### config.mk
export PLATFORM = sky130hd
export DESIGN_NAME = writeback_stage
export DESIGN_NICKNAME = d
export VERILOG_FILES = /design/src/rtl/writeback_stage.sv
export SDC_FILE = /design/constraint.sdc
export NUM_CORES = 1
export LEC_CHECK = 0
export ABC_CLOCK_PERIOD_IN_PS = 11530
export BUFFER_PORTS_ARGS = -buffer_cell sky130_fd_sc_hd__buf_2
export CAP_MARGIN = 25
export CORE_UTILIZATION = 45
export DETAILED_ROUTE_END_ITERATION = 16
export GPL_ROUTABILITY_DRIVEN = 0
export GPL_TIMING_DRIVEN = 0
export PLACE_DENSITY_LB_ADDON = 0.05
export SLEW_MARGIN = 10
export SYNTH_ARGS = -nofsm -noshare
export SYNTH_HDL_FRONTEND = slang
export SYNTH_SLANG_ARGS = --single-unit
### constraint.sdc
create_clock -name clk -period 11.53 [get_ports clk]
set_input_delay 0.5765 -clock clk [delete_from_list [all_inputs] [get_ports clk]]
set_output_delay 0.5765 -clock clk [all_outputs]
set_load 0.01 [all_outputs]
### src/rtl/writeback_stage.sv
// writeback_stage: buffers Execute results in a small FIFO and retires them
// into the architectural register file, one write per cycle.
//
// state        | meaning
// S_IDLE       | buffer empty, nothing being written
// S_WR_PRIMARY | head entry: primary result write (retires unless a special result follows)
// S_WR_SPECIAL | head entry: special result write, always retires
// S_HALTED     | return-class instruction retired; absorbing until reset
module writeback_stage #(
  parameter int DATA_W = 64,
  parameter int REG_N  = 16,
  parameter int DEPTH  = 2
) (
  input  logic                       clk,
  input  logic                       reset,
  input  logic                       wbValidIn,
  output logic                       wbReadyOut,
  input  logic [DATA_W-1:0]          aluResultIn,
  input  logic [DATA_W-1:0]          aluResultSpecialIn,
  input  logic [$clog2(REG_N)-1:0]   destRegIn,
  input  logic                       writeRegValidIn,
  input  logic [$clog2(REG_N)-1:0]   destRegSpecialIn,
  input  logic                       destRegSpecialValidIn,
  input  logic [31:0]                currentRipIn,
  input  logic                       haltReqIn,
  output logic                       regWrEnOut,
  output logic [$clog2(REG_N)-1:0]   regWrAddrOut,
  output logic [DATA_W-1:0]          regWrDataOut,
  output logic [0:REG_N-1]           busyClrOut,
  output logic                       retireValidOut,
  output logic [31:0]                retireRipOut,
  output logic                       haltOut,
  output logic [63:0]                retiredCountOut
);

  localparam int AW = $clog2(REG_N);
  localparam int PW = $clog2(DEPTH);
  localparam logic [PW:0] DEPTH_C = (PW+1)'(DEPTH);

  typedef enum logic [1:0] {
    S_IDLE       = 2'd0,
    S_WR_PRIMARY = 2'd1,
    S_WR_SPECIAL = 2'd2,
    S_HALTED     = 2'd3
  } state_t;

  typedef struct packed {
    logic [DATA_W-1:0] res;
    logic [DATA_W-1:0] res_sp;
    logic [AW-1:0]     dst;
    logic [AW-1:0]     dst_sp;
    logic              wr_v;
    logic              sp_v;
    logic [31:0]       rip;
    logic              halt;
  } entry_t;

  state_t        r_state;
  entry_t        r_buf [DEPTH];
  logic [PW-1:0] r_wr_ptr;
  logic [PW-1:0] r_rd_ptr;
  logic [PW:0]   r_count;
  logic [63:0]   r_retired_cnt;

  entry_t      w_head;
  entry_t      w_entry_in;
  logic        w_push;
  logic        w_retire;
  logic        w_enter_halt;
  logic [PW:0] w_count_nxt;

  assign w_head       = r_buf[r_rd_ptr];
  assign w_entry_in   = '{res: aluResultIn, res_sp: aluResultSpecialIn,
                          dst: destRegIn, dst_sp: destRegSpecialIn,
                          wr_v: writeRegValidIn, sp_v: destRegSpecialValidIn,
                          rip: currentRipIn, halt: haltReqIn};
  // Ready depends only on registered state (and reset), never on wbValidIn.
  assign wbReadyOut   = !reset && (r_count < DEPTH_C) && (r_state != S_HALTED);
  assign w_push       = wbValidIn && wbReadyOut;
  assign w_retire     = ((r_state == S_WR_PRIMARY) && !w_head.sp_v) || (r_state == S_WR_SPECIAL);
  assign w_enter_halt = w_retire && w_head.halt;
  assign w_count_nxt  = r_count + {{PW{1'b0}}, w_push} - {{PW{1'b0}}, w_retire};

  // Input FIFO: push at the tail, pop the head on retire; halting flushes it.
  always_ff @(posedge clk or posedge reset) begin
    if (reset) begin
      for (int i = 0; i < DEPTH; i++) r_buf[i] <= '0;
      r_wr_ptr <= '0;
      r_rd_ptr <= '0;
      r_count  <= '0;
    end else begin
      if (w_push) begin
        r_buf[r_wr_ptr] <= w_entry_in;
        r_wr_ptr        <= r_wr_ptr + PW'(1);
      end
      if (w_retire) r_rd_ptr <= r_rd_ptr + PW'(1);
      r_count <= w_enter_halt ? '0 : w_count_nxt;
    end
  end

  // Sequencing of each head entry through its primary and special writes.
  always_ff @(posedge clk or posedge reset) begin
    if (reset) begin
      r_state <= S_IDLE;
    end else begin
      case (r_state)
        S_IDLE:
          if (w_count_nxt != '0) r_state <= S_WR_PRIMARY;
        S_WR_PRIMARY:
          if (w_head.sp_v)              r_state <= S_WR_SPECIAL;
          else if (w_head.halt)         r_state <= S_HALTED;
          else if (w_count_nxt != '0)   r_state <= S_WR_PRIMARY;
          else                          r_state <= S_IDLE;
        S_WR_SPECIAL:
          if (w_head.halt)              r_state <= S_HALTED;
          else if (w_count_nxt != '0)   r_state <= S_WR_PRIMARY;
          else                          r_state <= S_IDLE;
        default:
          r_state <= S_HALTED;
      endcase
    end
  end

  // Retired-instruction counter, wraps naturally at 2^64.
  always_ff @(posedge clk or posedge reset) begin
    if (reset)         r_retired_cnt <= '0;
    else if (w_retire) r_retired_cnt <= r_retired_cnt + 64'd1;
  end

  // Register-file port and retire outputs decoded from state and buffer head.
  always_comb begin
    regWrEnOut     = 1'b0;
    regWrAddrOut   = '0;
    regWrDataOut   = '0;
    retireValidOut = w_retire;
    retireRipOut   = '0;
    case (r_state)
      S_WR_PRIMARY: begin
        regWrEnOut = w_head.wr_v;
        if (w_head.wr_v) begin
          regWrAddrOut = w_head.dst;
          regWrDataOut = w_head.res;
        end
      end
      S_WR_SPECIAL: begin
        regWrEnOut   = 1'b1;
        regWrAddrOut = w_head.dst_sp;
        regWrDataOut = w_head.res_sp;
      end
      default: ;
    endcase
    if (w_retire) retireRipOut = w_head.rip;
  end

  // Scoreboard clear follows every register write.
  always_comb begin
    busyClrOut = '0;
    if (regWrEnOut) busyClrOut[regWrAddrOut] = 1'b1;
  end

  assign haltOut         = (r_state == S_HALTED);
  assign retiredCountOut = r_retired_cnt;

endmodule

Word level (Yosys, flattened, before mapping) --
Cells that the tools add are included.
Word-level totals: output and inout port bits 184, register bits after elaboration 412, word-level logic and storage cells 73, input bits 174
Operators by class: reduce and logical (&&, ||, !) cells 12, muxes and demuxes 21, equality and inequality tests 5, $add $sub $neg 5, $lt $le $gt $ge 6, bitwise logic cells 3
Operators with widths (count):
- $mux W171 | 4
- $bwmux W342 | 1
- $demux W171 S1 | 1
- $pmux W64 S2 | 1
- $add A64 B1 Y64 const B | 1
- $mux W64 | 1
- $mux W32 | 1
- $mux W16 | 1
- $mux W2 | 4
- $pmux W4 S2 | 1
- $logic_and A1 B1 Y1 | 7
- $pmux W2 S3 | 1
- $ge A5 B5 Y1 const B | 1
- $lt A5 B1 Y1 const B | 1
- $not A4 Y5 | 1
- $demux W1 S4 | 1
- $eq A2 B2 Y1 const B | 2
- $ge A2 B2 Y1 const B | 2
- $mux W4 | 1
- $ne A2 B2 Y1 const B | 2
- $not A1 Y2 | 2
- $add A1 B1 Y1 const B | 2
- $add A2 B1 Y2 | 1
- $eq A2 B1 Y1 const B | 1
- 9 further kinds | 11

Longest topological paths before layout --
Gate-level depths: netlist of run 1.
depth after elaboration 13, depth in mapped cells 13, depth with buffers taken out 12

Least setup slack after synthesis of run 1 --
No wires, ideal clock.
path kind register -> register, start point register r_state[0], end point register r_state[0], clock period less this slack 2.576 ns, data required time 11.404 ns, setup time 0.126 ns, stages on the path, launching flop included 12, buffers on the path 0, slack 8.954 ns, arrival 2.450 ns, cell sequence dfrtp_1 -> ha_1 -> nor3_2 -> nand2_1 -> ha_1 -> inv_1 -> ha_1 -> xor2_1 -> xnor2_1 -> nor2b_1 -> a21oi_1 -> o32a_1
On the way: cells in the longest elaborated chain, start to end 10, elaborated cells between the ends (all ways) 16, classes of those cells add/sub (2); eq/ne (4); mux (4); reduce/logical (6)
RTL lines:
- start: declaration | RTL line 58 | state_t r_state;
- start signal: assignment | RTL line 104 | r_state <= S_IDLE;
- start signal: assignment | RTL line 108 | if (w_count_nxt != '0) r_state <= S_WR_PRIMARY;
- start signal: assignment | RTL line 110 | if (w_head.sp_v) r_state <= S_WR_SPECIAL;
- $ne A2 B2 Y1 (*) | RTL line 78 | assign wbReadyOut = !reset && (r_count < DEPTH_C) && (r_state != S_HALTED);
- $logic_and A1 B1 Y1 (*) | RTL line 78
- net wbReadyOut | RTL line 17 | output logic wbReadyOut,
- $logic_and A1 B1 Y1 (*) | RTL line 79 | assign w_push = wbValidIn && wbReadyOut;
- $add A2 B1 Y2 (*) | RTL line 82 | assign w_count_nxt = r_count + {{PW{1'b0}}, w_push} - {{PW{1'b0}}, w_retire};
- $sub A2 B1 Y2 (*) | RTL line 82
- $reduce_bool A2 Y1 (*) | RTL line 108, 112, 116
- $mux W1 | RTL line 112, 116
- $mux W2 | RTL line 115 | if (w_head.halt) r_state <= S_HALTED;
- $mux W2 | RTL line 110
- $pmux W2 S3 | RTL line 106 | case (r_state)
Mark *: on every way through the listed nets, which the timed path passes. The rest lies on a longest branch. A chain may end at the register's enable or synchronous reset.

Worst setup path in the final report of run 1 --
start point register r_state[0], end point output port regWrDataOut[18]
On the way: cells in the longest elaborated chain, start to end 2, elaborated cells between the ends (all ways) 3, classes of those cells eq/ne (2); mux (1)
RTL lines:
- $eq A2 B2 Y1 or $eq A2 B1 Y1 (tied branches) | RTL line 137 | case (r_state)
- $pmux W64 S2 (*) | RTL line 137
- end: declaration | RTL line 28 | output logic [DATA_W-1:0] regWrDataOut,
Every way passes the cells marked *; elsewhere a longest branch is shown, timed or not.

==> results_dict.tcl, run 1 <==
set metrics [dict create \
    setup_viol 0 \
    fp.dieW_um 209 \
    nets 2083 \
    clock_skew_ns 0.0117 \
    switching_share_pct 21.4 \
    fp-row-count 75 \
    multi_input_comb_area_um2 8490 \
    syn_nets 1664 \
    required_ns 10.95 \
    rsz0062_at_grt "no" \
    wl_per_cell_um 21.4 \
    ys.flop_type "dfrtp_1" \
    maxSlewViolCount 0 \
    drt-met1-wl_um 24800 \
    drtIter0Drc 749 \
    synth_cell_type_count 49 \
    drive_gt1_share_pct 45.0 \
    worstSkewPairLatency_ns 0.59 \
    core_area_um2 42100 \
    fin_cells 2487 \
    synth_seq_area_share_pct 53.4 \
    ys_ff_latch 412 \
    ios 358 \
    clockRootBuffer "clkbuf_16" \
    cts_tree "done" \
    fillers 3625 \
    end_kind "output pin" \
    htree_levels 2 \
    worstHoldPathType "in -> async" \
    cts_inserted_buffers 47 \
    grt_pass1_wl_um 82400 \
    ant_nets 0 \
    p_int_w 0.00251 \
    drc 0 \
    routed_wl_um 53300 \
    peakVddDrop_v 0.0000929 \
    grt_max_degree 39 \
    slew_headroom_pct 35.2 \
    grt_antenna_before_repair 21 \
    worstMarginPinSlew_ns 0.971 \
    power_frac_comb_pct 3.5 \
    critPathLaunchType "register" \
    critical_path_class "reg -> out" \
    r2r-start "r_state[0]" \
    dp.cells 2392 \
    crit_fanout 10 \
    avgSynthCellArea_um2 13.0 \
    fin_area_um2 23700 \
    finalWorstSetupSlack_ns 7.62 \
    grt_pass1_vias 13829 \
    top_layer "met5" \
    num_vias 13410 \
    io_buffers 357 \
    cts_setup_buffers 0 \
    fmax_mhz 256 \
    synth_area_um2 19300 \
    outcome "completed" \
    vias_per_cell 5.39 \
    postSynthCellCount 1483 \
    dpl.hpwl_um 38600 \
    final_util_pct 56.3 \
    clk_pin_slew_ns 0.06 \
    p_sw_w 0.000682 \
    p_clk_share_pct 50.0 \
    clock_path_buffers 3 \
    wl_met3_um 3180 \
    start_util_pct 45.8 \
    placed_area_um2 22000 \
    grt_use_total_pct 24.7 \
    routed-wl-met2_um 24000 \
    hold_viol 0 \
    drt_first_pass_iters 5 \
    async_reset_ff_share_pct 100 \
    regArea_um2 10300 \
    synth_edf_count 0 \
    cts_resized 0 \
    fp.dieH_um 209 \
    synthToLayoutAreaGrowth_pct 22.8 \
    fin_crit_sh_pct 33.9 \
    maxCapViolCount 0 \
    cts_hold_buffers 0 \
    powerDensity_nw_per_um2 134 \
    power_frac_seq_pct 46.5 \
    period_minus_slack_ns 3.91 \
    yosysWarnings 0 \
    die_area_um2 43700 \
    pre_cts_ws_ns 8.19 \
    final_cell_mix "dfrtp_1, buf_2, mux2_2" \
    cp.arrival_ns 3.33 \
    final.setup.tns_ns 0 \
    startpoint "r_state[0]" \
    clock-sinks 412 \
    final_common_cell "dfrtp_1" \
    power.leakage_nw 11.6 \
    grt_overflow 0 \
]
-- logic make-up (layout without fill, tap and decap cells) --
family	count (synthesis)	after routing	share of synthesized area, %
adder cells (fa/ha/maj)	7	7	0.454
AO/OA/AOI/OAI	80	80	3.45
flip-flops	412	412	53.4
other	0	7	0
multiplexers	510	510	28.7
buffers and inverters	101	559	2.61
AND/OR/NAND/NOR	306	306	8.36
XOR/XNOR	67	67	3.04
-- metrics by stage --
step                power [W]  hold slack, ns
global route          0.00330           0.107
finish                0.00319          0.0818
global placement      0.00161           0.480
floorplan             0.00156           0.473
CTS                   0.00323          0.0663
detailed placement    0.00162           0.485
-- power groups by stage --
stage	logic (W)	registers, W	clock network (W)
6_report	0.000113	0.00148	0.00159
5_1_grt	0.000128	0.00148	0.00169
4_1_cts	0.000116	0.00148	0.00163
3_5_place_dp	0.000116	0.00151	0
3_3_place_gp	0.000101	0.00151	0
2_1_floorplan	0.0000548	0.00151	0
-- cells in the mapped netlist (17+ instances only) --
library cell | n | area [um2]
buf_2 | 31 | 155
clkbuf_1 | 36 | 135
dfrtp_1 | 412 | 10300
mux2_2 | 343 | 3860
mux2i_1 | 166 | 1660
nand2_1 | 43 | 161
nand3_1 | 19 | 95.1
nand4_1 | 21 | 131
nor2_1 | 132 | 495
nor4_1 | 17 | 106
o22a_1 | 64 | 561
xnor2_1 | 21 | 184
xor2_1 | 46 | 403
-- area by class of cell --
cell class | instances | area share (%)
repair buffers | 370 | 8.63
diodes | 7 | 0.0739
clock inverters | 26 | 1.45
flip-flops and latches | 412 | 43.5
multi-input cells | 970 | 35.8
inverters | 13 | 0.222
plain buffers | 88 | 1.92
well taps | 539 | 2.84
clock buffers | 62 | 5.54
-- registers in the layout, indices dropped and copies added, names as in the netlist --
register / flops
r_wr_ptr: 1
r_rd_ptr: 1
r_buf: 342
retiredCountOut: 64
r_state: 2
r_count: 2
-- worst max-delay path, cell delays in order, from the launching register on --
cell	delay, ns
dfrtp_1	0.41
inv_1	0.08
ha_1	0.29
clkbuf_1	0.21
inv_1	0.24
clkbuf_1	0.63
clkbuf_1	0.54
nor2_1	0.16
buf_2	0.18
-- final timing paths --
check,endpoint,slack [ns],cells past startpoint
min in group clk,r_buf[127],0.23,2
worst max-delay path,regWrDataOut[18],7.62,8
worst max register to register,r_state[0],8.73,13
worst min-delay path,r_count[1],0.08,2
worst min register to register,retiredCountOut[61],0.49,1
max in group asynchronous,r_buf[234],9.93,7
-- routing by layer --
| metal | up-vias | GRT usage, % |
|---|---|---|
| met5 | - | 0 |
| met4 | 30 | 7.12 |
| met3 | 102 | 6.31 |
| met2 | 320 | 37.4 |
| met1 | 6798 | 34.9 |
| li1 | 6160 | - |
(Power assumes the default switching activity.)
==> run 2, diff against run 1 <==
--- a/config.mk
+++ b/config.mk
@@ -5,7 +5,7 @@
 export SDC_FILE = /design/constraint.sdc
 export NUM_CORES = 1
 export LEC_CHECK = 0
-export ABC_CLOCK_PERIOD_IN_PS = 11530
+export ABC_CLOCK_PERIOD_IN_PS = 3400
 export BUFFER_PORTS_ARGS = -buffer_cell sky130_fd_sc_hd__buf_2
 export CAP_MARGIN = 25
 export CORE_UTILIZATION = 45
==> constraint.sdc (replaced) <==
create_clock -name clk -period 3.4 [get_ports clk]
set_input_delay 0.17 -clock clk [delete_from_list [all_inputs] [get_ports clk]]
set_output_delay 0.17 -clock clk [all_outputs]
set_load 0.01 [all_outputs]
==> results_dict.tcl, run 2 (same netlist as run 1, synthesis figures left out) <==
set metrics [dict create \
    fp.dieH_um 209 \
    end_kind "output pin" \
    crit_fanout 10 \
    grt_use_total_pct 25.3 \
    critical_path_class "reg -> out" \
    start_util_pct 45.8 \
    htree_levels 2 \
    slew_headroom_pct 39.6 \
    ant_nets 0 \
    drtIter0Drc 717 \
    io_buffers 357 \
    fp.dieW_um 209 \
    clock_skew_ns 0.0121 \
    num_vias 13991 \
    die_area_um2 43700 \
    pre_cts_ws_ns 0.470 \
    design_power_total_w 0.0110 \
    maxSlewViolCount 0 \
    grt_overflow 0 \
    hold_viol 0 \
    fmax_mhz 306 \
    cp.arrival_ns 3.10 \
    routed_wl_um 54400 \
    cts_setup_buffers 0 \
    grt_max_degree 39 \
    rsz0062_at_grt "no" \
    final_cell_mix "dfrtp_1, buf_2, mux2_2" \
    grt_antenna_before_repair 7 \
    wl_per_cell_um 20.5 \
    setup_viol 0 \
    drive_gt1_share_pct 41.5 \
    final.setup.tns_ns 0 \
    powerDensity_nw_per_um2 432 \
    finalWorstSetupSlack_ns 0.128 \
    nets 2255 \
    clk_pin_slew_ns 0.06 \
    grt_pass1_vias 14707 \
    fin_area_um2 25400 \
    core_area_um2 42100 \
    worstHoldPathType "in -> async" \
    largest-register "r_buf" \
    dp.cells 2392 \
    power.leakage_nw 12.3 \
    outcome "completed" \
    final_common_cell "dfrtp_1" \
    clock-sinks 412 \
    fin_crit_sh_pct 96.2 \
    drt_first_pass_iters 5 \
    synthToLayoutAreaGrowth_pct 31.7 \
    ios 358 \
    cts_tree "done" \
    largest_reg_flops 342 \
    critPathLaunchType "register" \
    period_minus_slack_ns 3.27 \
    fp-row-count 75 \
    clockRootBuffer "clkbuf_16" \
    worstSkewPairLatency_ns 0.58 \
    dpl.hpwl_um 38600 \
    placed_area_um2 22000 \
    vias_per_cell 5.27 \
    drc 0 \
    required_ns 3.23 \
    cts_inserted_buffers 47 \
    worstMarginPinSlew_ns 0.905 \
    startpoint "r_rd_ptr" \
    clock_path_buffers 3 \
    r2r-start "r_state[0]" \
    fin_cells 2656 \
    grt_pass1_wl_um 85500 \
    peakVddDrop_v 0.000322 \
    maxCapViolCount 0 \
]
## run 2: cell count changes in the layout (fill, tap and decap cells not counted)
cell           change
buf_2              -1
buf_4              +1
clkbuf_1           -4
clkbuf_2           +3
diode_2            -3
dlygate4sd3_1    +173
## run 2: final timing paths
| check | slack (ns) | to | cells past startpoint |
|---|---|---|---|
| setup / recovery | 0.13 | regWrDataOut[45] | 8 |
| hold / removal | 0.29 | r_count[1] | 3 |
| setup reg to reg | 0.59 | r_state[0] | 13 |
| hold reg to reg | 0.50 | retiredCountOut[15] | 1 |
| max in group asynchronous | 1.59 | r_buf[234] | 8 |
| min in group clk | 0.36 | r_buf[151] | 3 |
## run 2: cell type report
cell class / count / area (um2)
diodes: 4 / 10.0
plain buffers: 87 / 458
clock buffers: 62 / 1310
clock inverters: 26 / 344
fillers: 3472 / 16700
inverters: 13 / 52.6
multi-input cells: 970 / 8490
flip-flops and latches: 412 / 10300
well taps: 539 / 674
repair buffers: 543 / 3780
## run 2: where the power goes
group          switching (W)  internal [W]
clock                0.00209       0.00333
combinational       0.000236      0.000317
sequential         0.0000384       0.00498
total                0.00236       0.00863
## run 2: critical path: stages (launching register included)
cell     delay, ns
dfrtp_1       0.44
buf_4         0.22
buf_2         0.33
buf_4         0.29
buf_4         0.32
mux2i_1       0.49
o22a_1        0.22
nor2_1        0.03
buf_2         0.17
## run 2: repair_timing
item | 4_1_cts | 5_1_grt
endpoints found under the setup margin | 60 | 11
hold endpoints to repair | 362 | 0
hold buffers | 173 | 0
gates resized for setup | 4 | 0
## run 2: stage by stage
step	util, %	hold WS, ns
after global routing	60.4	0.314
after CTS	60.3	0.259
after detailed placement	52.3	0.281
final	60.4	0.292
after floorplan	-	0.321
after global placement	51.7	0.415
## run 2: routing by layer
layer	vias up	wire length (um)	global-route usage (%)
met1	7086	25800	36.0
met3	76	2750	5.20
met4	6	1120	7.02
met5	-	34	0
met2	330	24700	39.2
li1	6493	-	-
==> run 3, diff against run 2 <==
--- a/config.mk
+++ b/config.mk
@@ -5,6 +5,7 @@
 export SDC_FILE = /design/constraint.sdc
 export NUM_CORES = 1
 export LEC_CHECK = 0
+export ABC_AREA = 1
 export ABC_CLOCK_PERIOD_IN_PS = 3400
 export BUFFER_PORTS_ARGS = -buffer_cell sky130_fd_sc_hd__buf_2
 export CAP_MARGIN = 25
@@ -12,7 +13,7 @@
 export DETAILED_ROUTE_END_ITERATION = 16
 export GPL_ROUTABILITY_DRIVEN = 0
 export GPL_TIMING_DRIVEN = 0
-export PLACE_DENSITY_LB_ADDON = 0.05
+export PLACE_DENSITY = 0.73
 export SLEW_MARGIN = 10
 export SYNTH_ARGS = -nofsm -noshare
 export SYNTH_HDL_FRONTEND = slang
==> results_dict.tcl, run 3 <==
set metrics [dict create \
    yosysMostFrequentCell "nand2_1" \
    fp.dieW_um 213 \
    powerDensity_nw_per_um2 822 \
    fin_cells 3623 \
    largest-register "r_buf" \
    async_reset_ff_share_pct 100 \
    period_minus_slack_ns 3.27 \
    clk_pin_slew_ns 0.06 \
    slew_headroom_pct 39.6 \
    critPathLaunchType "register" \
    grt_pass1_wl_um 105000 \
    cp.buffers_inverters 5 \
    cts_tree "done" \
    critical_path_class "reg -> out" \
    path_cells "inv_1 > ha_1 > inv_1 > clkbuf_1 > clkbuf_2 > a21oi_1 > o21ai_0 > a21oi_1 > buf_2" \
    path_delay_family "buffers and inverters" \
    outcome "completed" \
    crit_path_max_incr_delay_ns 0.53 \
    fin_crit_sh_pct 96.2 \
    ys.flop_type "dfrtp_1" \
    syn_nets 2588 \
    final_common_cell "nand2_1" \
    synth_top_cell_by_area "dfrtp_1" \
    grt_overflow 0 \
    worstSkewPairLatency_ns 0.60 \
    maxCapViolCount 0 \
    ant_nets 0 \
    power.leakage_nw 12.9 \
    end_kind "output pin" \
    clock_path_buffers 3 \
    synth.area.top_cells "dfrtp_1, nand2_1, o21ai_0, a21oi_1, inv_1" \
    grt_antenna_before_repair 7 \
    synth_edf_count 0 \
    drive_gt1_share_pct 19.5 \
    synthToLayoutAreaGrowth_pct 30.3 \
    dp.cells 3361 \
    worstMarginPinSlew_ns 0.906 \
    postSynthCellCount 2407 \
    critPathSlowestCell "clkbuf_1" \
    clockRootBuffer "clkbuf_16" \
    maxSlewViolCount 0 \
    setup_viol 0 \
    drt_first_pass_iters 6 \
    grt_max_degree 39 \
    cts_inserted_buffers 46 \
    dpl.hpwl_um 49900 \
    final_cell_mix "nand2_1, dfrtp_1, buf_2" \
    fmax_mhz 306 \
    cp.arrival_ns 3.10 \
    wl_per_cell_um 18.9 \
    core_area_um2 43500 \
    hold_viol 0 \
    ios 358 \
    routed_wl_um 68500 \
    avgSynthCellArea_um2 8.30 \
    clock-sinks 412 \
    htree_levels 2 \
    synth_top_area_share_pct 51.6 \
    peakVddDrop_v 0.000552 \
    drtIter0Drc 1856 \
    num_vias 19427 \
    start_util_pct 46.0 \
    grt_pass1_vias 19247 \
    vias_per_cell 5.36 \
    synth_common_cells "nand2_1, dfrtp_1, o21ai_0, inv_1, a21oi_1" \
    clock_skew_ns 0.0268 \
    fillers 3805 \
    nets 3178 \
    synth_area_um2 20000 \
    cts_setup_buffers 0 \
    largest_reg_flops 342 \
    fp-row-count 76 \
    ys_ff_latch 412 \
    drc 0 \
    yosysWarnings 0 \
    rsz0062_at_grt "no" \
    crit_fanout 10 \
    die_area_um2 45200 \
    fp.dieH_um 213 \
    worstHoldPathType "in -> async" \
    required_ns 3.23 \
    grt_use_total_pct 30.3 \
    synth_seq_area_share_pct 51.6 \
    io_buffers 357 \
    design_power_total_w 0.0214 \
    synth_cell_type_count 35 \
]
## run 3: cell types whose count changed after synthesis, moves of 13 or more
| cell | previous run | this run |
|---|---|---|
| a21oi_1 | 3 | 164 |
| buf_4 | 15 | 35 |
| buf_6 | 4 | 17 |
| inv_1 | 12 | 218 |
| mux2_1 | 0 | 72 |
| mux2_2 | 343 | 30 |
| mux2i_1 | 166 | 0 |
| nand2_1 | 43 | 829 |
| nor4_1 | 17 | 1 |
| o21ai_0 | 0 | 274 |
| o22a_1 | 64 | 0 |
| xor2_1 | 46 | 24 |
## run 3: per-stage QoR
stage               hold slack (ns)  setup TNS, ns  utilization (%)  setup WS (ns)  area, um2
floorplan                     0.287        -957.33                -          -2.32      20000
global placement              0.386       -1922.21             51.8          -4.71      22500
detailed placement            0.331              0             52.3          0.231      22700
CTS                           0.273              0             59.8         0.0816      26000
global route                  0.324              0             59.9         0.0196      26000
finish                        0.280              0             59.9          0.131      26000
## run 3: logic make-up (layout without fill, tap and decap cells)
family | count (synthesis) | after routing | synth area share (%)
simple gates | 1043 | 1043 | 20.8
mux | 102 | 102 | 5.75
fa+ha+maj | 7 | 7 | 0.438
buf+inv | 350 | 975 | 8.14
compound gates | 449 | 449 | 11.4
other cells | 0 | 6 | 0
flops | 412 | 412 | 51.6
xor+xnor | 44 | 44 | 1.93
## run 3: per-layer routing
layer  vias to the layer above  share of wire, %  global-route usage (%)
met3                       161               9.3                    6.62
met4                         2               3.9                    12.5
li1                       8819                 -                       -
met5                         -             0.019                       0
met1                      9396                41                    40.9
met2                      1049                46                    47.3
## run 3: final cells by class
class | count | area [um2] | area share [%]
Tap cell | 585 | 732 | 2.81
Clock inverter | 12 | 140 | 0.539
Inverter | 223 | 841 | 3.23
Antenna cell | 6 | 15.0 | 0.0577
Sequential cell | 412 | 10300 | 39.6
Clock buffer | 71 | 1390 | 5.33
Timing Repair Buffer | 542 | 3760 | 14.4
Multi-Input combinational cell | 1645 | 8040 | 30.9
Buffer | 127 | 796 | 3.06
## run 3: worst register-to-register path: cells and delay by family, from the launching register on
kind | cells | cell delay, ns
buffers and inverters | 5 | 0.81
adders and majority gates | 3 | 0.72
and+or+nand+nor | 4 | 0.57
xor gates and xnor gates | 2 | 0.50
DFF | 1 | 0.41
## run 3: path summary, 6_finish.rpt
| check | slack (ns) | startpoint | cells after the start | end |
|---|---|---|---|---|
| worst min-delay path | 0.28 | reset | 3 | retiredCountOut[1] |
| max in group asynchronous | 1.97 | reset | 6 | r_buf[223] |
| min in group clk | 0.33 | aluResultSpecialIn[10] | 4 | r_buf[224] |
| worst max register to register | 0.27 | r_state[0] | 14 | r_state[0] |
| worst min register to register | 0.46 | r_buf[263] | 2 | r_buf[263] |
| worst max-delay path | 0.13 | r_state[0] | 9 | regWrDataOut[14] |
## run 3: power breakdown
| group | leakage (nW) | internal (W) | switching [W] |
|---|---|---|---|
| clock network | 0.757 | 0.00297 | 0.00210 |
| registers | 5.15 | 0.00695 | 0.000910 |
| logic | 7.04 | 0.00287 | 0.00561 |
| total | 12.9 | 0.0128 | 0.00862 |
## run 3: timing repair
action,4_1_cts,5_1_grt
hold buffers,173,0
hold endpoints to repair,367,0
endpoints found under the setup margin,0,41
resized for setup,0,10
